[src/rtl/pinky_pkg.sv]
// Shared types and defaults for the PinKY issue scoreboard.
//   MAXLAT_DEFAULT / NREG_DEFAULT : default pipe depth and register count
//   reg_idx_t                     : 4-bit architectural register index
//   slot_t                        : one in-flight writeback entry
//   PC_REG                        : r15, writes to it are jumps
package pinky_pkg;

  localparam int unsigned MAXLAT_DEFAULT = 4;
  localparam int unsigned NREG_DEFAULT   = 16;
  localparam int unsigned REG_W          = 4;
  localparam int unsigned LAT_W          = 3;

  typedef logic [REG_W-1:0] reg_idx_t;

  typedef struct packed {
    logic     v;
    reg_idx_t dest;
    logic     wr;
    logic     setz;
    logic     mem;
  } slot_t;

  localparam reg_idx_t PC_REG = 4'd15;

endpackage

[src/rtl/pinky_wb_pipe.sv]
// Writeback schedule: a MAXLAT-deep shift register of slot entries.
// Slot k holds the result due k cycles from now; slot 0 is the current
// writeback. An insert with latency L lands in post-shift slot L-1.
//   clk, reset            : clock, synchronous active-high reset
//   ins_en/ins_lat/ins_entry : insert request
//   occ                   : per-slot valid bits (pre-shift view)
//   busy/zpend/mpend      : pending register writes, Z writers, memory ops
//   wb_valid/wb_dest/wb_setz : slot 0 presented as the write-port command
module pinky_wb_pipe
  import pinky_pkg::*;
#(
  parameter int unsigned MAXLAT = MAXLAT_DEFAULT,
  parameter int unsigned NREG   = NREG_DEFAULT
) (
  input  logic              clk,
  input  logic              reset,
  input  logic              ins_en,
  input  logic [LAT_W-1:0]  ins_lat,
  input  slot_t             ins_entry,
  output logic [MAXLAT-1:0] occ,
  output logic [NREG-1:0]   busy,
  output logic              zpend,
  output logic              mpend,
  output logic              wb_valid,
  output reg_idx_t          wb_dest,
  output logic              wb_setz
);

  slot_t slot_q [MAXLAT];
  slot_t slot_d [MAXLAT];

  // Shift toward slot 0 with empty fill at the top, then apply the insert.
  always_comb begin
    for (int unsigned k = 0; k < MAXLAT; k++) begin
      slot_d[k] = '0;
    end
    for (int unsigned k = 0; k + 1 < MAXLAT; k++) begin
      slot_d[k] = slot_q[k+1];
    end
    for (int unsigned k = 0; k < MAXLAT; k++) begin
      if (ins_en && (32'(ins_lat) == k + 1)) begin
        slot_d[k] = ins_entry;
      end
    end
  end

  // Slot storage; reset discards everything in flight.
  always_ff @(posedge clk) begin
    if (reset) begin
      for (int unsigned k = 0; k < MAXLAT; k++) begin
        slot_q[k] <= '0;
      end
    end else begin
      for (int unsigned k = 0; k < MAXLAT; k++) begin
        slot_q[k] <= slot_d[k];
      end
    end
  end

  // Occupancy summaries derived purely from slot contents.
  always_comb begin
    occ   = '0;
    busy  = '0;
    zpend = 1'b0;
    mpend = 1'b0;
    for (int unsigned k = 0; k < MAXLAT; k++) begin
      occ[k] = slot_q[k].v;
      if (slot_q[k].v && slot_q[k].wr) begin
        busy[slot_q[k].dest] = 1'b1;
      end
      if (slot_q[k].v && slot_q[k].setz) begin
        zpend = 1'b1;
      end
      if (slot_q[k].v && slot_q[k].mem) begin
        mpend = 1'b1;
      end
    end
  end

  // A store occupies slot 0 but never drives the register write port.
  assign wb_valid = slot_q[0].v && slot_q[0].wr;
  assign wb_dest  = slot_q[0].dest;
  assign wb_setz  = slot_q[0].v && slot_q[0].setz;

endmodule

[src/rtl/pinky_scoreboard.sv]
// Issue interlock for the PinKY pipeline. Decides each cycle whether the
// decoded instruction may issue, records it in the writeback schedule and
// presents slot 0 as the register-file write command.
//   clk, reset        : clock, synchronous active-high reset
//   iss_*             : decoded instruction fields; iss_ready is combinational
//   wb_valid/dest/setz: writeback for this cycle
//   busy              : per-register pending-write vector
//   jump_pending      : write to r15 in flight
//   err               : sticky, an illegal latency was presented
module pinky_scoreboard
  import pinky_pkg::*;
#(
  parameter int unsigned MAXLAT = MAXLAT_DEFAULT,
  parameter int unsigned NREG   = NREG_DEFAULT
) (
  input  logic            clk,
  input  logic            reset,
  input  logic            iss_valid,
  input  logic [3:0]      iss_dest,
  input  logic [3:0]      iss_src,
  input  logic            iss_src_en,
  input  logic            iss_wr,
  input  logic            iss_setz,
  input  logic            iss_usez,
  input  logic            iss_mem,
  input  logic [2:0]      iss_lat,
  output logic            iss_ready,
  output logic            wb_valid,
  output logic [3:0]      wb_dest,
  output logic            wb_setz,
  output logic [NREG-1:0] busy,
  output logic            jump_pending,
  output logic            err
);

  logic [MAXLAT-1:0] occ;
  logic              zpend;
  logic              mpend;
  logic              lat_ok;
  logic              collide;
  logic              hazard;
  logic              issue;
  slot_t             entry;

  assign jump_pending = busy[PC_REG];

  // Hazard checks; op1 is always the dest register, so it covers RAW and WAW.
  always_comb begin
    lat_ok  = (iss_lat != '0) && (32'(iss_lat) <= MAXLAT);
    collide = 1'b0;
    // Current slot[L] shifts into the insert position; L == MAXLAT never collides.
    for (int unsigned k = 0; k < MAXLAT; k++) begin
      if ((32'(iss_lat) == k) && occ[k]) begin
        collide = 1'b1;
      end
    end
    hazard = busy[iss_dest]
           | (iss_src_en && busy[iss_src])
           | ((iss_usez || iss_setz) && zpend)
           | (iss_mem && mpend)
           | jump_pending
           | collide;
    iss_ready = !reset && !err && lat_ok && !hazard;
    issue     = iss_valid && iss_ready;
    entry     = '{v: 1'b1, dest: iss_dest, wr: iss_wr, setz: iss_setz, mem: iss_mem};
  end

  // Sticky illegal-latency flag, cleared only by reset.
  always_ff @(posedge clk) begin
    if (reset) begin
      err <= 1'b0;
    end else if (iss_valid && !lat_ok) begin
      err <= 1'b1;
    end
  end

  pinky_wb_pipe #(
    .MAXLAT (MAXLAT),
    .NREG   (NREG)
  ) u_pipe (
    .clk       (clk),
    .reset     (reset),
    .ins_en    (issue),
    .ins_lat   (iss_lat),
    .ins_entry (entry),
    .occ       (occ),
    .busy      (busy),
    .zpend     (zpend),
    .mpend     (mpend),
    .wb_valid  (wb_valid),
    .wb_dest   (wb_dest),
    .wb_setz   (wb_setz)
  );

endmodule

[config.mk]
export PLATFORM = sky130hd
export DESIGN_NAME = pinky_scoreboard
export DESIGN_NICKNAME = d
export VERILOG_FILES = /design/src/rtl/pinky_pkg.sv /design/src/rtl/pinky_wb_pipe.sv /design/src/rtl/pinky_scoreboard.sv
export SDC_FILE = /design/constraint.sdc
export NUM_CORES = 1
export LEC_CHECK = 0
export CORE_UTILIZATION = 35
export CTS_CLUSTER_DIAMETER = 150
export DETAILED_ROUTE_END_ITERATION = 12
export GPL_ROUTABILITY_DRIVEN = 0
export PLACE_DENSITY_LB_ADDON = 0.25
export SYNTH_ARGS = -nofsm -noshare
export SYNTH_HDL_FRONTEND = slang
export SYNTH_SLANG_ARGS = --single-unit
[constraint.sdc]
create_clock -name clk -period 2.14 [get_ports clk]
set_input_delay 0.214 -clock clk [delete_from_list [all_inputs] [get_ports clk]]
set_output_delay 0.214 -clock clk [all_outputs]
set_load 0.05 [all_outputs]
==> run metrics <==
leak pwr=1.75 nW; Worst VDD drop=0.408 mV; flops & latches, synth=33; # IOs=44; commonest non-fill, non-tap cell in the layout=buf_4; Setup crit start kind=register; crit path to=iss_ready; hpwl dp=6690 um; critical path capture point type=output port; Crit Path Class=reg2out; most frequent cells in the layout=buf_4, nand2b_1, clkdlybuf4s50_1; total of max-cap violations=0; setup TNS=-16.27 ns; syn nets=320; FF-to-FF End=u_pipe.slot_q[0][29]; core area=6460 um2; setup ws final=-0.638 ns; violated checks=negative setup slack; initial drt markers=299; Rows=29; die width=84.6 um; Worst R2R Path Depth=13; Tcrit/Tclk final=130%; Total GRT Usage=25.4%; Reg2Reg Setup Slack=-0.56 ns; Reg area=691 um2; Max Fclk=360 MHz; clk buf depth=2; Post-Place Cell Area=3750 um2; final WL=9170 um; Post-Synthesis Cells=299; DR vias=2976; Initial Utilization=37.0%; post-DR wirelength/cell=18.0 um; fin util=65.1%; DRC errors left=0; die area=7160 um2; number of fillers in the final layout=518; worst skew pair latency=0.29 ns; synthesized area=2390 um2; number of distinct library cells after synthesis=51; grt total ovfl=0; Hold-fix buffers, CTS=0; CP startpoint=u_pipe.slot_q[0][11]; clock sink total=33; RSZ-0062 raised after global routing=yes; Avg Cell Area, Syn=7.98 um2; clock skew=0.00605 ns; design area=4210 um2; Detail Route Antenna Nets=0; clk slew on worst S/H paths=0.07 ns; worst-path fanout max=4; worst slew pin tran=0.495 ns; worst rel slew slack=66.9%; antenna violations before repair=0; register area share after synthesis=27.7%; Hold Vio Cnt, Final=0; power per cell area=357 nW/um2; Final setup violation count=33; Final Max Tran Viols=0; final antenna diode count=0; vias in the first global route=2844; die height=84.6 um; first-pass GRT wire length=14300 um; arrival time at the worst endpoint=2.56 ns; TritonRoute pass-1 iters=7; yosys warns=0; largest net degree at the start of global routing=34; worst hold path type=reg2reg; Worst R2R Start=u_pipe.slot_q[0][11]; layout cell share with drive strength beyond 1=48.1%; fin crit period=2.78 ns; H-Tree Depth=2; Final #Nets=452; WP data required=1.93 ns; port bufs=43; Vias/cell=5.85; status=finished, violations left; Num CTS Buffers=5; root buffer cell=clkbuf_8; CTS tree=yes; Multi-input gate area=1910 um2; Syn-to-layout area delta=76.3%
critical path: stages, from the launching register on:
cell and delay [ns]:
dfxtp_2 0.34, nand4b_1 0.32, o22ai_2 0.33, nor3_2 0.09, mux4_2 0.48, o211a_4 0.27, o22ai_4 0.24, inv_6 0.05
buf_12 0.14
cell families (layout without fill, tap and decap cells):
family | Yosys count | count (layout) | share of synthesized area (%)
compound gates | 75 | 75 | 22.0
fa+ha+maj | 2 | 2 | 1.05
buf+inv | 39 | 172 | 7.18
flops | 33 | 33 | 27.7
mux | 16 | 16 | 7.23
simple gates | 134 | 134 | 34.9
stage by stage:
| stage | instances | power, mW | hold slack [ns] | setup WS, ns |
|---|---|---|---|---|
| floorplan | 299 | 0.754 | 0.321 | -0.128 |
| global placement | 488 | 0.874 | 0.462 | -0.738 |
| detailed placement | 488 | 0.876 | 0.476 | -0.796 |
| CTS | 504 | 1.50 | 0.493 | -0.505 |
| global route | 509 | 1.56 | 0.505 | -0.707 |
| finish | 509 | 1.50 | 0.489 | -0.638 |
how the worst min path moves through the flow:
stage,from,end,slack (ns),cells after the start
after global routing,u_pipe.slot_q[0][24],u_pipe.slot_q[0][16],0.51,2
after CTS,u_pipe.slot_q[0][25],u_pipe.slot_q[0][17],0.49,2
after detailed placement,u_pipe.slot_q[0][17],u_pipe.slot_q[0][9],0.48,2
after floorplan,iss_setz,u_pipe.slot_q[0][25],0.32,2
final,u_pipe.slot_q[0][17],u_pipe.slot_q[0][9],0.49,2
after global placement,u_pipe.slot_q[0][17],u_pipe.slot_q[0][9],0.46,2
power by group:
part | switching (mW) | internal, mW | total [mW]
sequential | 0.00481 | 0.615 | 0.620
combinational | 0.136 | 0.131 | 0.267
clock | 0.235 | 0.379 | 0.614
area by class of cell:
class	instances	area share (%)
inverters	23	2.17
clock inverters	2	0.862
clock buffers	6	1.96
multi-input cells	227	45.4
repair buffers	141	30.9
flip-flops and latches	33	16.4
well taps	77	2.29
state kept, by name (all words and copies together) (netlist names):
register,cells
err,1
u_pipe.slot_q,32
metal layers:
layer | vias up | track usage [%] | wire (um)
met3 | 34 | 5.80 | 629
met2 | 176 | 42.5 | 4420
met4 | 0 | 10.6 | 337
li1 | 1384 | - | -
met1 | 1382 | 31.3 | 3790
met5 | - | 0 | 0
what timing repair did:
item                                   4_1_cts  5_1_grt
pin swaps                                   18       17
endpoints found under the hold margin        0        0
resized for setup                           30       25
buffers inserted                             8        5
setup endpoints to repair                   33       34
cloned                                       0        0
cells in the mapped netlist, drive strengths merged:
cell type	n	area (um2)
a2111o	1	11.3
a2111oi	2	23.8
a21oi	15	75.1
a221o	1	10.0
a22oi	4	30.0
a31oi	1	6.26
and2	2	12.5
and4	1	8.76
buf	9	56.3
clkbuf	7	26.3
dfxtp	33	661
ha	2	25.0
inv	23	88.8
mux2i	15	150
mux4	1	22.5
nand2	7	26.3
nand2b	30	188
nand3	12	85.1
nand4	6	37.5
nand4b	9	93.8
nand4bb	5	56.3
nor2	27	101
nor3	10	50.1
nor3b	1	7.51
nor4	8	62.6
o2111a	1	11.3
o2111ai	2	17.5
o211a	1	10.0
o211ai	5	37.5
o21ai	8	40.0
o22a	2	17.5
o22ai	27	183
o311a	1	10.0
o311ai	2	17.5
o31a	1	8.76
o41ai	1	16.3
or2	13	83.8
or3	3	18.8
(Power assumes the default switching activity.)
==> variant, RTL diff (same flow settings) <==
`NREG_DEFAULT`: 16 -> 24.
--- a/src/rtl/pinky_pkg.sv
+++ b/src/rtl/pinky_pkg.sv
@@ -8,3 +8,3 @@
   localparam int unsigned MAXLAT_DEFAULT = 4;
-  localparam int unsigned NREG_DEFAULT   = 16;
+  localparam int unsigned NREG_DEFAULT   = 24;
   localparam int unsigned REG_W          = 4;
Interface: changed (resized busy); port bits go from 44 to 52. No check against the original RTL was run, so the function may have changed too.
==> variant against the unedited design <==
The run still ends with setup timing left; routed wire length is 12% higher; synthesized cell count is 0.67% higher; synthesized area is 2.6% higher; register-to-register slack worse by 0.16 ns; count of clock-buffer cells in the layout stayed put; sequential cell count stayed put; total power is 5.1% lower; design area is 12% higher; sequential share of layout area is 2.0 points lower; global-route usage is 0.23 points higher; worst setup slack worse by 0.086 ns; largest power group unchanged.
==> variant: results (changes against the unedited design) <==
Status:
- Outcome: complete, but fails checks (unchanged).
- Failing checks: setup timing (unchanged).

Worst setup path:
- The path type of the worst setup path is reg2reg (was reg2out).
- The worst setup path startpoint is u_pipe.slot_q[0][14]$_SDFF_PP0_ (was u_pipe.slot_q[0][11]$_SDFF_PP0_).
- The length in cells of the worst reg-to-reg path was 10 (was 13).
- The arrival time at the worst endpoint was 3.04 ns (was 2.56 ns).

Placed design:
- The pre-CTS setup slack is -1.138 ns (was -0.7960 ns).
- The cell total after placement is 531 (was 488).
- The instance area after placement came to 4036 um^2 (was 3746 um^2).

Layout:
- The multi-input combinational cell count is 237 (was 227).
- The flip-flop and latch share of the layout cell area came to 14.39% (was 16.41%).
- The final cell utilization of the core came to 69.63% (was 65.15%).
- The fraction of layout cells with a size suffix above 1 is 57.24% (was 48.15%).

Timing:
- The final count of negative-setup-slack endpoints is 33 (unchanged).
- The least setup slack across all paths after layout came to -0.7239 ns (was -0.6383 ns).
- The worst hold slack across all endpoints is 0.4865 ns (was 0.4893 ns).

Pwr:
- The maximum resistive drop on vdd was 0.0002969 V (was 0.0004084 V).
- The switching part of the total power came to 29.94% (was 25.04%).

Drt:
- The detailed-route wire length is 10,240 um (was 9172 um).
- The total number of vias was 3,110 (was 2,976).
- The met1 layer wirelength in the final routing was 4059 um (was 3789 um).
- The number of detailed-route iterations in the first pass is 5 (was 7).
- The wire length per cell came to 18.55 um (was 18.02 um).
- The detailed-routed wire length on met2 is 5277 um (was 4415 um).
- The starting DRC count in detailed routing was 162 (was 299).

Synthesis:
- The register area share after synthesis is 26.98% (was 27.67%).

Global route:
- The met2 routing resource usage after global routing is 46.69% (was 42.50%).

Floorplanning:
- The area of the die is 7334 um^2 (was 7155 um^2).

Worst hold path:
- The end point of the worst hold path is u_pipe.slot_q[0][0]$_SDFF_PP0_ (was u_pipe.slot_q[0][9]$_SDFF_PP0_).
[variant: cell count changes after synthesis, moves of 6 or more]
cell,delta
sky130_fd_sc_hd__nand2b_1,-8
sky130_fd_sc_hd__nor2_1,-13
sky130_fd_sc_hd__o21ai_1,-7
sky130_fd_sc_hd__buf_4,+8
sky130_fd_sc_hd__inv_1,-12
sky130_fd_sc_hd__mux2i_1,-7
sky130_fd_sc_hd__o21ai_0,+14
sky130_fd_sc_hd__o22ai_1,-11
sky130_fd_sc_hd__o221ai_1,+6
sky130_fd_sc_hd__and2_1,+9
[variant: power by group through the flow]
| stage | logic (mW) | clock network [mW] | registers [mW] |
|---|---|---|---|
| after floorplan | 0.147 | 0 | 0.642 |
| after global placement | 0.273 | 0 | 0.636 |
| after detailed placement | 0.276 | 0 | 0.636 |
| after CTS | 0.315 | 0.457 | 0.622 |
| after global routing | 0.366 | 0.491 | 0.619 |
| final | 0.352 | 0.454 | 0.619 |
